### src/rtl/reg_bus_pkg.sv
// Shared types and constants for the two-port register bus arbiter.
// Both the FSM top and the round-robin picker import this package.
package reg_bus_pkg;

  typedef enum logic [1:0] {
    IDLE    = 2'd0,
    ISSUE   = 2'd1,
    CAPTURE = 2'd2,
    DONE    = 2'd3
  } state_t;

  localparam logic OP_READ   = 1'b0;
  localparam logic OP_WRITE  = 1'b1;
  localparam int   REG_DEPTH = 16;
  localparam int   NUM_PORTS = 2;

  // Index of the port that was not granted last time.
  function automatic logic other_port(input logic idx);
    return ~idx;
  endfunction

endpackage

### src/rtl/rr_pick2.sv
// Combinational two-way round-robin picker: a lone requester always wins,
// a tie goes to the port that did not win the previous grant.
module rr_pick2
  import reg_bus_pkg::*;
(
  input  logic [1:0] valid,
  input  logic       last_grant,
  output logic       grant_idx,
  output logic       any
);

  always_comb begin
    any = |valid;
    unique case (valid)
      2'b11:   grant_idx = other_port(last_grant);
      2'b10:   grant_idx = 1'b1;
      default: grant_idx = 1'b0;
    endcase
  end

endmodule

### src/rtl/reg_bus_arbiter.sv
// Arbitrates two register-bus masters and sequences one single-cycle bus
// command at a time; out-of-range addresses complete locally with an error.
module reg_bus_arbiter
  import reg_bus_pkg::*;
#(
  parameter int ADDR_W = 16,
  parameter int DATA_W = 16,
  parameter int DEPTH  = REG_DEPTH
) (
  input  logic              clk,
  input  logic              rst,
  input  logic              req0_valid,
  input  logic              req0_op,
  input  logic [ADDR_W-1:0] req0_addr,
  input  logic [DATA_W-1:0] req0_wr_data,
  output logic              req0_done,
  output logic              req0_err,
  output logic [DATA_W-1:0] req0_rd_data,
  input  logic              req1_valid,
  input  logic              req1_op,
  input  logic [ADDR_W-1:0] req1_addr,
  input  logic [DATA_W-1:0] req1_wr_data,
  output logic              req1_done,
  output logic              req1_err,
  output logic [DATA_W-1:0] req1_rd_data,
  output logic              bus_cmd_valid,
  output logic              bus_op,
  output logic [ADDR_W-1:0] bus_addr,
  output logic [DATA_W-1:0] bus_wr_data,
  input  logic [DATA_W-1:0] bus_rd_data
);

  // One extra bit so the compare never wraps for any DEPTH up to 2**ADDR_W.
  localparam logic [ADDR_W:0] DEPTH_EXT = (ADDR_W + 1)'(DEPTH);

  state_t                  state_q, state_d;
  logic                    last_grant_q, last_grant_d;
  logic                    win_q, win_d;
  logic                    op_q, op_d;
  logic [NUM_PORTS-1:0]    done_q, done_d;
  logic [NUM_PORTS-1:0]    err_q, err_d;
  logic [DATA_W-1:0]       rd_data_q [NUM_PORTS];
  logic [DATA_W-1:0]       rd_data_d [NUM_PORTS];
  logic                    bus_cmd_valid_q, bus_cmd_valid_d;
  logic                    bus_op_q, bus_op_d;
  logic [ADDR_W-1:0]       bus_addr_q, bus_addr_d;
  logic [DATA_W-1:0]       bus_wr_data_q, bus_wr_data_d;

  logic                    grant_idx;
  logic                    any_req;
  logic                    sel_op;
  logic [ADDR_W-1:0]       sel_addr;
  logic [DATA_W-1:0]       sel_wr_data;
  logic                    out_of_range;

  rr_pick2 u_pick (
    .valid      ({req1_valid, req0_valid}),
    .last_grant (last_grant_q),
    .grant_idx  (grant_idx),
    .any        (any_req)
  );

  assign sel_op       = grant_idx ? req1_op      : req0_op;
  assign sel_addr     = grant_idx ? req1_addr    : req0_addr;
  assign sel_wr_data  = grant_idx ? req1_wr_data : req0_wr_data;
  assign out_of_range = {1'b0, sel_addr} >= DEPTH_EXT;

  always_comb begin
    state_d         = state_q;
    last_grant_d    = last_grant_q;
    win_d           = win_q;
    op_d            = op_q;
    done_d          = '0;
    err_d           = '0;
    rd_data_d       = rd_data_q;
    bus_cmd_valid_d = 1'b0;
    bus_op_d        = 1'b0;
    bus_addr_d      = '0;
    bus_wr_data_d   = '0;

    case (state_q)
      IDLE: begin
        if (any_req) begin
          win_d        = grant_idx;
          last_grant_d = grant_idx;
          op_d         = sel_op;
          if (out_of_range) begin
            // Rejected locally: complete next cycle without touching the bus.
            state_d           = DONE;
            done_d[grant_idx] = 1'b1;
            err_d[grant_idx]  = 1'b1;
            if (sel_op == OP_READ) begin
              rd_data_d[grant_idx] = '0;
            end
          end else begin
            state_d         = ISSUE;
            bus_cmd_valid_d = 1'b1;
            bus_op_d        = sel_op;
            bus_addr_d      = sel_addr;
            bus_wr_data_d   = sel_wr_data;
          end
        end
      end
      ISSUE: begin
        if (op_q == OP_WRITE) begin
          state_d       = DONE;
          done_d[win_q] = 1'b1;
        end else begin
          state_d = CAPTURE;
        end
      end
      CAPTURE: begin
        // Read data is on the bus the cycle after the command.
        rd_data_d[win_q] = bus_rd_data;
        done_d[win_q]    = 1'b1;
        state_d          = DONE;
      end
      DONE: begin
        state_d = IDLE;
      end
      default: begin
        state_d = IDLE;
      end
    endcase
  end

  always_ff @(posedge clk or posedge rst) begin
    if (rst) begin
      state_q         <= IDLE;
      last_grant_q    <= 1'b1;
      win_q           <= 1'b0;
      op_q            <= OP_READ;
      done_q          <= '0;
      err_q           <= '0;
      bus_cmd_valid_q <= 1'b0;
      bus_op_q        <= 1'b0;
      bus_addr_q      <= '0;
      bus_wr_data_q   <= '0;
    end else begin
      state_q         <= state_d;
      last_grant_q    <= last_grant_d;
      win_q           <= win_d;
      op_q            <= op_d;
      done_q          <= done_d;
      err_q           <= err_d;
      bus_cmd_valid_q <= bus_cmd_valid_d;
      bus_op_q        <= bus_op_d;
      bus_addr_q      <= bus_addr_d;
      bus_wr_data_q   <= bus_wr_data_d;
    end
  end

  for (genvar gi = 0; gi < NUM_PORTS; gi++) begin : g_port
    always_ff @(posedge clk or posedge rst) begin
      if (rst) begin
        rd_data_q[gi] <= '0;
      end else begin
        rd_data_q[gi] <= rd_data_d[gi];
      end
    end
  end

  assign req0_done     = done_q[0];
  assign req1_done     = done_q[1];
  assign req0_err      = err_q[0];
  assign req1_err      = err_q[1];
  assign req0_rd_data  = rd_data_q[0];
  assign req1_rd_data  = rd_data_q[1];
  assign bus_cmd_valid = bus_cmd_valid_q;
  assign bus_op        = bus_op_q;
  assign bus_addr      = bus_addr_q;
  assign bus_wr_data   = bus_wr_data_q;

endmodule
### config.mk
export PLATFORM = sky130hd
export DESIGN_NAME = reg_bus_arbiter
export DESIGN_NICKNAME = d
export VERILOG_FILES = /design/src/rtl/reg_bus_pkg.sv /design/src/rtl/rr_pick2.sv /design/src/rtl/reg_bus_arbiter.sv
export SDC_FILE = /design/constraint.sdc
export NUM_CORES = 1
export LEC_CHECK = 0
export CAP_MARGIN = 40
export CORE_UTILIZATION = 32
export CTS_CLUSTER_DIAMETER = 200
export DETAILED_ROUTE_END_ITERATION = 8
export DONT_BUFFER_PORTS = 1
export SLEW_MARGIN = 30
export SYNTH_ARGS = -nofsm -noshare
export SYNTH_HDL_FRONTEND = slang
export SYNTH_SLANG_ARGS = --single-unit
### constraint.sdc
create_clock -name clk -period 5.5 [get_ports clk]
set_clock_uncertainty 0.05 [all_clocks]
set_input_delay 1.1 -clock clk [delete_from_list [all_inputs] [get_ports clk]]
set_output_delay 1.1 -clock clk [all_outputs]
set_load 0.02 [all_outputs]
==> results of run 1 <==
layout make-up:
cell class | instances | area share [%]
clock buffer | 9 | 3.19
clock inverter | 7 | 3.00
inverter | 24 | 2.35
multi-input combinational | 223 | 36.9
sequential | 75 | 48.3
tap | 136 | 4.38
timing repair buffer | 7 | 1.87
worst max path at each step:
stage                       startpoint               end  slack, ns  cells after the start
after floorplan                    rst       bus_addr[0]       2.44                      1
after global placement      req1_valid  req0_rd_data[10]       2.18                      5
after detailed placement    req1_valid   bus_wr_data[12]       2.11                      5
after CTS                   req1_valid  req0_rd_data[15]       2.47                      5
after global routing      req0_addr[7]  req0_rd_data[15]       2.52                      5
final                     req0_addr[7]  req0_rd_data[10]       2.69                      5
routing by layer:
layer	wire length, um	track usage, %	up-vias
li1	-	-	1212
met1	4040	21.0	1250
met2	4300	26.3	139
met3	868	6.68	11
met4	155	4.76	0
met5	0	0	-
critical path, cell delays in order:
cell and delay [ns]:
nor4_1 0.57, a41oi_2 0.34, a31o_2 0.33, a31oi_4 0.46, a22o_1 0.23
state kept, by name, summed over array words and instances, names as in the netlist:
signal / cells
state_q: 2
last_grant_q: 1
req0_rd_data: 16
op_q: 1
bus_cmd_valid: 1
win_q: 1
bus_addr: 16
req1_rd_data: 16
bus_op: 1
err_q: 2
bus_wr_data: 16
done_q: 2
placed cells by master (no fill, tap or decap), types with 3 or more instances in the layout:
cell,Yosys,final
a21oi_1,27,27
a22o_1,32,32
a22oi_1,30,30
and2_1,3,3
buf_4,1,4
bufinv_16,0,3
clkbuf_8,0,9
clkinv_2,0,3
conb_1,1,12
dfrtp_1,74,74
ha_1,4,4
inv_1,22,21
nand2_1,46,46
nor2_1,7,7
nor4_1,6,6
o21ai_0,17,17
o31ai_1,16,16
cell families (layout without fill, tap and decap cells):
family | after synthesis | in the layout
compound gates | 135 | 135
buf+inv | 49 | 47
other cells | 1 | 12
mux | 1 | 1
flops | 75 | 75
fa+ha+maj | 4 | 4
simple gates | 71 | 71
power by group through the flow:
stage	clock (mW)	sequential [mW]	combinational, mW
after floorplan	0	0.934	0.608
after global placement	0	0.999	0.686
after detailed placement	0	1.00	0.703
after CTS	0.526	0.994	0.707
after global routing	0.550	1.01	0.787
final	0.514	0.992	0.701
==> results.py, run 1 <==
metrics = {
    "pwr": {
        "ir_drop_mv": 0.201,
        "power.density_nw_per_um2": 568,
        "power_mw": 2.21,
        "power_frac_comb_pct": 31.8,
        "p_int_mw": 1.28,
        "switching_power_mw": 0.931,
        "seqPwrFrac_pct": 44.9,
        "p_leak_nw": 1.79,
        "swShare_pct": 42.2,
        "p_clk_share_pct": 23.3,
    },
    "finish": {
        "design_area_um2": 3880,
        "ff_latch_area_um2": 1880,
        "diodes": 0,
        "fin_util_pct": 37.3,
        "nFillCells": 1032,
        "multi_input_area_um2": 1430,
        "nets": 430,
        "final_cells": 481,
        "area_growth_pct": 12.0,
        "layout-drive-gt1-share_pct": 9.86,
    },
    "setup_path": {
        "end_kind": "flip-flop",
        "cp_max_fo": 16,
        "rr_worst_depth": 7,
        "rrSetupSlack_ns": 2.95,
        "path_class": "primary input to flip-flop",
        "r2r-end": "req1_rd_data[8]",
        "crit_arrival_ns": 3.04,
        "rr_startpoint": "state_q[1]",
        "crit_required_ns": 5.73,
        "startpoint_type": "primary input",
    },
    "clock_network": {
        "clock_latency_ns": 0.35,
        "clockBufferDepth": 2,
        "cts_tree": "built",
        "root_buffer": "clkbuf_8",
        "cts.htree.levels": 3,
        "postCtsSetupBuffers": 0,
        "clkTransAtPathRegs_ns": 0.08,
        "cts_hold_buf": 0,
        "cts_buffers": 9,
        "clkSinkCount": 75,
        "cts_resized": 0,
    },
    "synth": {
        "synth_compound_gate_area_share_pct": 29.0,
        "async_reset_ff_share_pct": 100,
        "synth_top_family_by_area": "compound AO/OA/AOI/OAI gates",
        "netlist_instances": 336,
        "synth_commonest_cells": "dfrtp_1, nand2_1, a22o_1",
        "synth_edf_count": 0,
        "syn_area_um2": 3470,
        "synth_fa_ha_area_share_pct": 1.44,
        "synth_top_area_cell": "dfrtp_1",
        "ys_seq_area_share_pct": 54.1,
        "synth_most_common_cell": "dfrtp_1",
        "synth_mux_area_share_pct": 0.289,
        "synth_xor_area_share_pct": 0,
        "synth-simple-area-share_pct": 9.27,
        "ys.warnings.count": 0,
        "synth.area.top_cells": "dfrtp_1, a22o_1, a22oi_1",
        "synth-seq-cells": 75,
        "ys_types": 39,
        "synth_top_area_share_pct": 53.4,
        "avgSynthCellArea_um2": 10.3,
        "synth_ff_type": "dfrtp_1",
    },
    "drt": {
        "viasPerCell": 5.43,
        "first_iter_violations": 136,
        "vias": 2612,
        "drc_errors": 0,
        "firstDrtPassIters": 4,
        "drt-total-wl_um": 9360,
        "drtAntennaViolNets": 0,
        "wl_per_cell_um": 19.5,
    },
    "grt": {
        "grt_first_pass_wirelength_um": 14300,
        "track_usage_pct": 16.7,
        "grt_max_degree": 42,
        "grt_antenna_before_repair": 0,
        "grt_pass1_vias": 2610,
        "grt_overflow": 0,
    },
    "floorplan": {
        "rows": 37,
        "core-area_um2": 10400,
        "fp.dieH_um": 106,
        "initial_utilization_pct": 33.3,
        "dieArea_um2": 11300,
        "die-width_um": 106,
        "num_io_pins": 156,
    },
    "sta": {
        "setup_viol": 0,
        "setup_ws_ns": 2.69,
        "rsz0062_at_grt": "no",
        "tns_ns": 0,
        "slew_viol_final": 0,
        "finalCritPeriodShare_pct": 51.0,
        "slew_headroom_pct": 45.2,
        "worst_pin_slew_ns": 0.822,
        "fmax_mhz": 356,
        "hold_slack_ns": 0.525,
        "min_period_ns": 2.81,
        "hold_viol_final": 0,
    },
    "hold_path": {
        "hold_depth": 2,
        "hold_path_class": "flip-flop to flip-flop",
        "worstHoldStart": "last_grant_q",
        "hold_end": "last_grant_q",
    },
    "placed_design": {
        "hpwlAfterDp_um": 6300,
        "dp_slack_ns": 2.11,
        "dp_cells": 463,
        "gp_congestion": 0.835,
        "io_buffers": 0,
        "placed_cell_area_um2": 3620,
    },
    "job": {
        "drv_cap": 0,
    },
    "run_status": {
        "outcome": "complete, no violations",
    },
}
Note: power is estimated with default switching activity, not from simulation.
==> run 2: changes to the inputs <==
Clock period 5.5 ns to 2.95 ns, I/O delays scaled along.
==> results.py, run 2 (synthesis results as in run 1) <==
metrics = {
    "finish": {
        "diodes": 0,
        "design_area_um2": 3810,
        "multi_input_area_um2": 1430,
        "area_growth_pct": 9.99,
        "final_cells": 482,
        "nFillCells": 1049,
        "final_common_cell": "dfrtp_1",
        "nets": 431,
        "layout-drive-gt1-share_pct": 10.1,
        "final_cell_mix": "dfrtp_1, nand2_1, a22o_1",
        "ff_latch_area_um2": 1880,
        "fin_util_pct": 36.6,
    },
    "sta": {
        "setup_viol": 0,
        "min_period_ns": 2.47,
        "fmax_mhz": 404,
        "setup_ws_ns": 0.477,
        "finalCritPeriodShare_pct": 83.8,
        "worst_pin_slew_ns": 0.713,
        "slew_headroom_pct": 52.0,
        "hold_slack_ns": 0.00759,
        "slew_viol_final": 0,
        "hold_viol_final": 0,
        "rsz0062_at_grt": "no",
        "tns_ns": 0,
    },
    "pwr": {
        "p_clk_share_pct": 19.2,
        "seqPwrFrac_pct": 46.2,
        "power_frac_comb_pct": 34.6,
        "p_int_mw": 2.14,
        "switching_power_mw": 1.77,
        "swShare_pct": 45.3,
        "ir_drop_mv": 0.329,
        "power.density_nw_per_um2": 1030,
        "p_leak_nw": 1.75,
        "power_mw": 3.91,
    },
    "clock_network": {
        "clkTransAtPathRegs_ns": 0.10,
        "cts_hold_buf": 0,
        "clock_latency_ns": 0.36,
        "clkSinkCount": 75,
        "cts_tree": "built",
        "root_buffer": "clkbuf_8",
        "clockBufferDepth": 2,
        "cts.htree.levels": 3,
        "cts_resized": 0,
        "postCtsSetupBuffers": 0,
        "cts_buffers": 9,
    },
    "setup_path": {
        "r2r-end": "req1_rd_data[1]",
        "rr_startpoint": "state_q[1]",
        "rr_worst_depth": 7,
        "critPathMaxStageDelay_ns": 0.44,
        "crit_chain": "inv_1 > ha_1 > inv_1 > a41oi_2 > nand3_2 > o31ai_1 > a22o_1",
        "crit_slowest_cell": "dfrtp_1",
        "startpoint_type": "flip-flop",
        "crit_required_ns": 3.19,
        "rrSetupSlack_ns": 0.48,
        "crit_start": "state_q[1]",
        "end_kind": "flip-flop",
        "path_class": "flip-flop to flip-flop",
        "cp_max_fo": 16,
        "worst_path_most_repeated_cell": "inv_1",
        "crit_arrival_ns": 2.72,
    },
    "drt": {
        "vias": 2663,
        "drtAntennaViolNets": 0,
        "first_iter_violations": 141,
        "drt-total-wl_um": 9430,
        "wl_per_cell_um": 19.6,
        "viasPerCell": 5.52,
        "firstDrtPassIters": 4,
        "drc_errors": 0,
    },
    "floorplan": {
        "rows": 37,
        "num_io_pins": 156,
        "die-width_um": 106,
        "initial_utilization_pct": 33.3,
        "dieArea_um2": 11300,
        "core-area_um2": 10400,
        "fp.dieH_um": 106,
    },
    "placed_design": {
        "hpwlAfterDp_um": 6550,
        "io_buffers": 0,
        "dp_cells": 466,
        "gp_congestion": 0.858,
        "placed_cell_area_um2": 3630,
        "dp_slack_ns": 0.236,
    },
    "grt": {
        "track_usage_pct": 16.8,
        "grt_first_pass_wirelength_um": 14300,
        "grt_overflow": 0,
        "grt_max_degree": 36,
        "grt_pass1_vias": 2581,
        "grt_antenna_before_repair": 0,
    },
    "job": {
        "drv_cap": 0,
    },
    "hold_path": {
        "hold_path_class": "primary input to async pin",
    },
    "run_status": {
        "outcome": "complete, no violations",
    },
}
## run 2: layer usage
metal  track usage [%]  wire length, um
met3              6.38             1000
met1              19.5             3730
met2              27.0             4470
met5                 0                0
met4              8.13              229
## run 2: power groups by stage
stage          registers (mW)  logic [mW]  clock network (mW)
6_report                 1.81        1.35               0.753
5_1_grt                  1.85        1.52               0.825
4_1_cts                  1.81        1.37               0.775
3_5_place_dp             1.83        1.36                   0
3_3_place_gp             1.83        1.33                   0
2_1_floorplan            1.74        1.13                   0
## run 2: worst max-delay path by stage
| stage | to | slack, ns | depth (start not counted) |
|---|---|---|---|
| after floorplan | bus_addr[0] | 0.40 | 1 |
| after global placement | req0_rd_data[3] | 0.29 | 5 |
| after detailed placement | req0_rd_data[6] | 0.24 | 5 |
| after CTS | req1_rd_data[0] | 0.50 | 7 |
| after global routing | req1_rd_data[10] | 0.28 | 7 |
| final | req1_rd_data[1] | 0.48 | 7 |
## run 2: critical path, delay by kind of cell (launching register included)
kind,cells,cell delay [ns]
fa+ha+maj,1,0.40
simple gates,1,0.40
buf+inv,2,0.28
compound gates,3,0.84
flops,1,0.44
## run 2: cell type report
class                      instances  share of cell area, %
multi-input combinational        223                   37.6
sequential                        75                   49.2
clock buffer                       9                   3.25
inverter                          24                   2.39
tap                              136                   4.46
clock inverter                     7                   1.54
timing repair buffer               8                   1.57
==> run 3: changes to the inputs <==
Clock period 2.95 ns to 2.1 ns, I/O delays scaled along.
==> results.py, run 3 (synthesis results as in run 1) <==
metrics = {
    "run_status": {
        "outcome": "complete, no violations",
    },
    "pwr": {
        "ir_drop_mv": 0.533,
        "p_leak_nw": 1.84,
        "power.density_nw_per_um2": 1420,
    },
    "floorplan": {
        "num_io_pins": 156,
        "core-area_um2": 10400,
        "initial_utilization_pct": 33.3,
        "rows": 37,
        "die-width_um": 106,
        "fp.dieH_um": 106,
        "dieArea_um2": 11300,
    },
    "clock_network": {
        "clkTransAtPathRegs_ns": 0.08,
        "clock_latency_ns": 0.35,
        "clockBufferDepth": 2,
        "cts_buffers": 9,
        "cts.htree.levels": 3,
        "cts_tree": "built",
        "root_buffer": "clkbuf_8",
        "clkSinkCount": 75,
    },
    "grt": {
        "grt_pass1_vias": 2686,
        "grt_overflow": 0,
        "grt_max_degree": 76,
        "track_usage_pct": 16.9,
        "grt_antenna_before_repair": 0,
        "grt_first_pass_wirelength_um": 14300,
    },
    "finish": {
        "ff_latch_area_um2": 1880,
        "multi_input_area_um2": 1490,
        "final_cell_mix": "dfrtp_1, nand2_1, a22o_1",
        "nets": 448,
        "layout-drive-gt1-share_pct": 14.9,
        "diodes": 0,
        "final_cells": 498,
        "final_common_cell": "dfrtp_1",
        "area_growth_pct": 16.3,
        "nFillCells": 1030,
    },
    "drt": {
        "drt-total-wl_um": 9590,
        "first_iter_violations": 161,
        "drc_errors": 0,
        "viasPerCell": 5.49,
        "firstDrtPassIters": 4,
        "wl_per_cell_um": 19.2,
        "vias": 2736,
        "drtAntennaViolNets": 0,
    },
    "sta": {
        "hold_viol_final": 0,
        "rsz0062_at_grt": "no",
        "slew_viol_final": 0,
        "setup_viol": 0,
        "min_period_ns": 2.01,
        "hold_slack_ns": 0.0671,
        "tns_ns": 0,
        "fmax_mhz": 499,
        "finalCritPeriodShare_pct": 95.5,
    },
    "setup_path": {
        "end_kind": "flip-flop",
        "startpoint_type": "flip-flop",
        "rrSetupSlack_ns": 0.09,
        "cp_max_fo": 16,
        "path_class": "flip-flop to flip-flop",
        "crit_arrival_ns": 2.20,
        "crit_required_ns": 2.29,
    },
    "job": {
        "drv_cap": 0,
    },
    "placed_design": {
        "dp_cells": 478,
        "hpwlAfterDp_um": 6470,
        "gp_congestion": 0.831,
        "io_buffers": 0,
    },
    "hold_path": {
        "hold_path_class": "primary input to flip-flop",
    },
}
run 3: changes by cell type in the layout (fill, tap and decap cells not counted), sizes merged:
cell / previous run / this run
clkinv: 4 / 5
dlygate4sd3: 0 / 1
buf: 8 / 23
inv: 25 / 22
clkbuf: 9 / 10
nand4: 3 / 4
run 3: worst max-delay path: stages, from the launching register on:
cell and delay [ns]:
dfrtp_1 0.42, inv_2 0.11, ha_4 0.18, inv_1 0.10, a41oi_4 0.33, a31o_2 0.25, a31oi_4 0.04, buf_12 0.18
a22o_1 0.23
run 3: timing repair:
action                                  CTS  global route
endpoints found under the hold margin     4             0
hold buffers                              1             0
buffers inserted                          0             3
pin swaps                                 0             3
cloned                                    0             1
gates resized for setup                   4             5
endpoints found under the setup margin   31            53
run 3: area by class of cell:
class / instances / share of cell area [%]
Clock inverter: 5 / 0.776
Sequential cell: 75 / 46.6
Inverter: 24 / 2.33
Timing Repair Buffer: 24 / 6.08
Tap cell: 136 / 4.22
Multi-Input combinational cell: 224 / 36.9
Clock buffer: 10 / 3.16
run 3: final timing paths:
path                                   end        from  cells past startpoint
max                        req0_rd_data[3]  state_q[0]                      8
min                           last_grant_q  req0_valid                      1
max reg2reg                req0_rd_data[3]  state_q[0]                      8
min reg2reg                           op_q        op_q                      2
max in group asynchronous     last_grant_q         rst                      3
min in group asynchronous      bus_addr[1]         rst                      3
run 3: where the power goes:
group | leakage [nW] | internal [mW] | switching, mW
Sequential | 0.987 | 1.81 | 0.728
Clock | 0.0819 | 0.418 | 0.539
Combinational | 0.770 | 0.992 | 1.25
Total | 1.84 | 3.22 | 2.52
run 3: routing by layer:
metal | share of wire, % | routed length [um] | track usage [%] | up-vias
met5 | 0 | 0 | 0 | -
met4 | 0.99 | 95 | 5.36 | 0
met3 | 11 | 1060 | 7.91 | 9
met2 | 50 | 4750 | 28.7 | 144
met1 | 38 | 3690 | 18.7 | 1334
li1 | - | - | - | 1249
run 3: through the flow:
stage / power, mW / setup WS, ns / util, % / area, um2
2_1_floorplan: 4.04 / 0.0421 / - / 3510
3_3_place_gp: 4.66 / -0.0380 / 36.2 / 3770
3_5_place_dp: 4.72 / -0.161 / 36.2 / 3770
4_1_cts: 5.72 / 0.00834 / 38.1 / 3970
5_1_grt: 6.13 / 0.0111 / 38.7 / 4030
6_report: 5.73 / 0.0947 / 38.7 / 4030
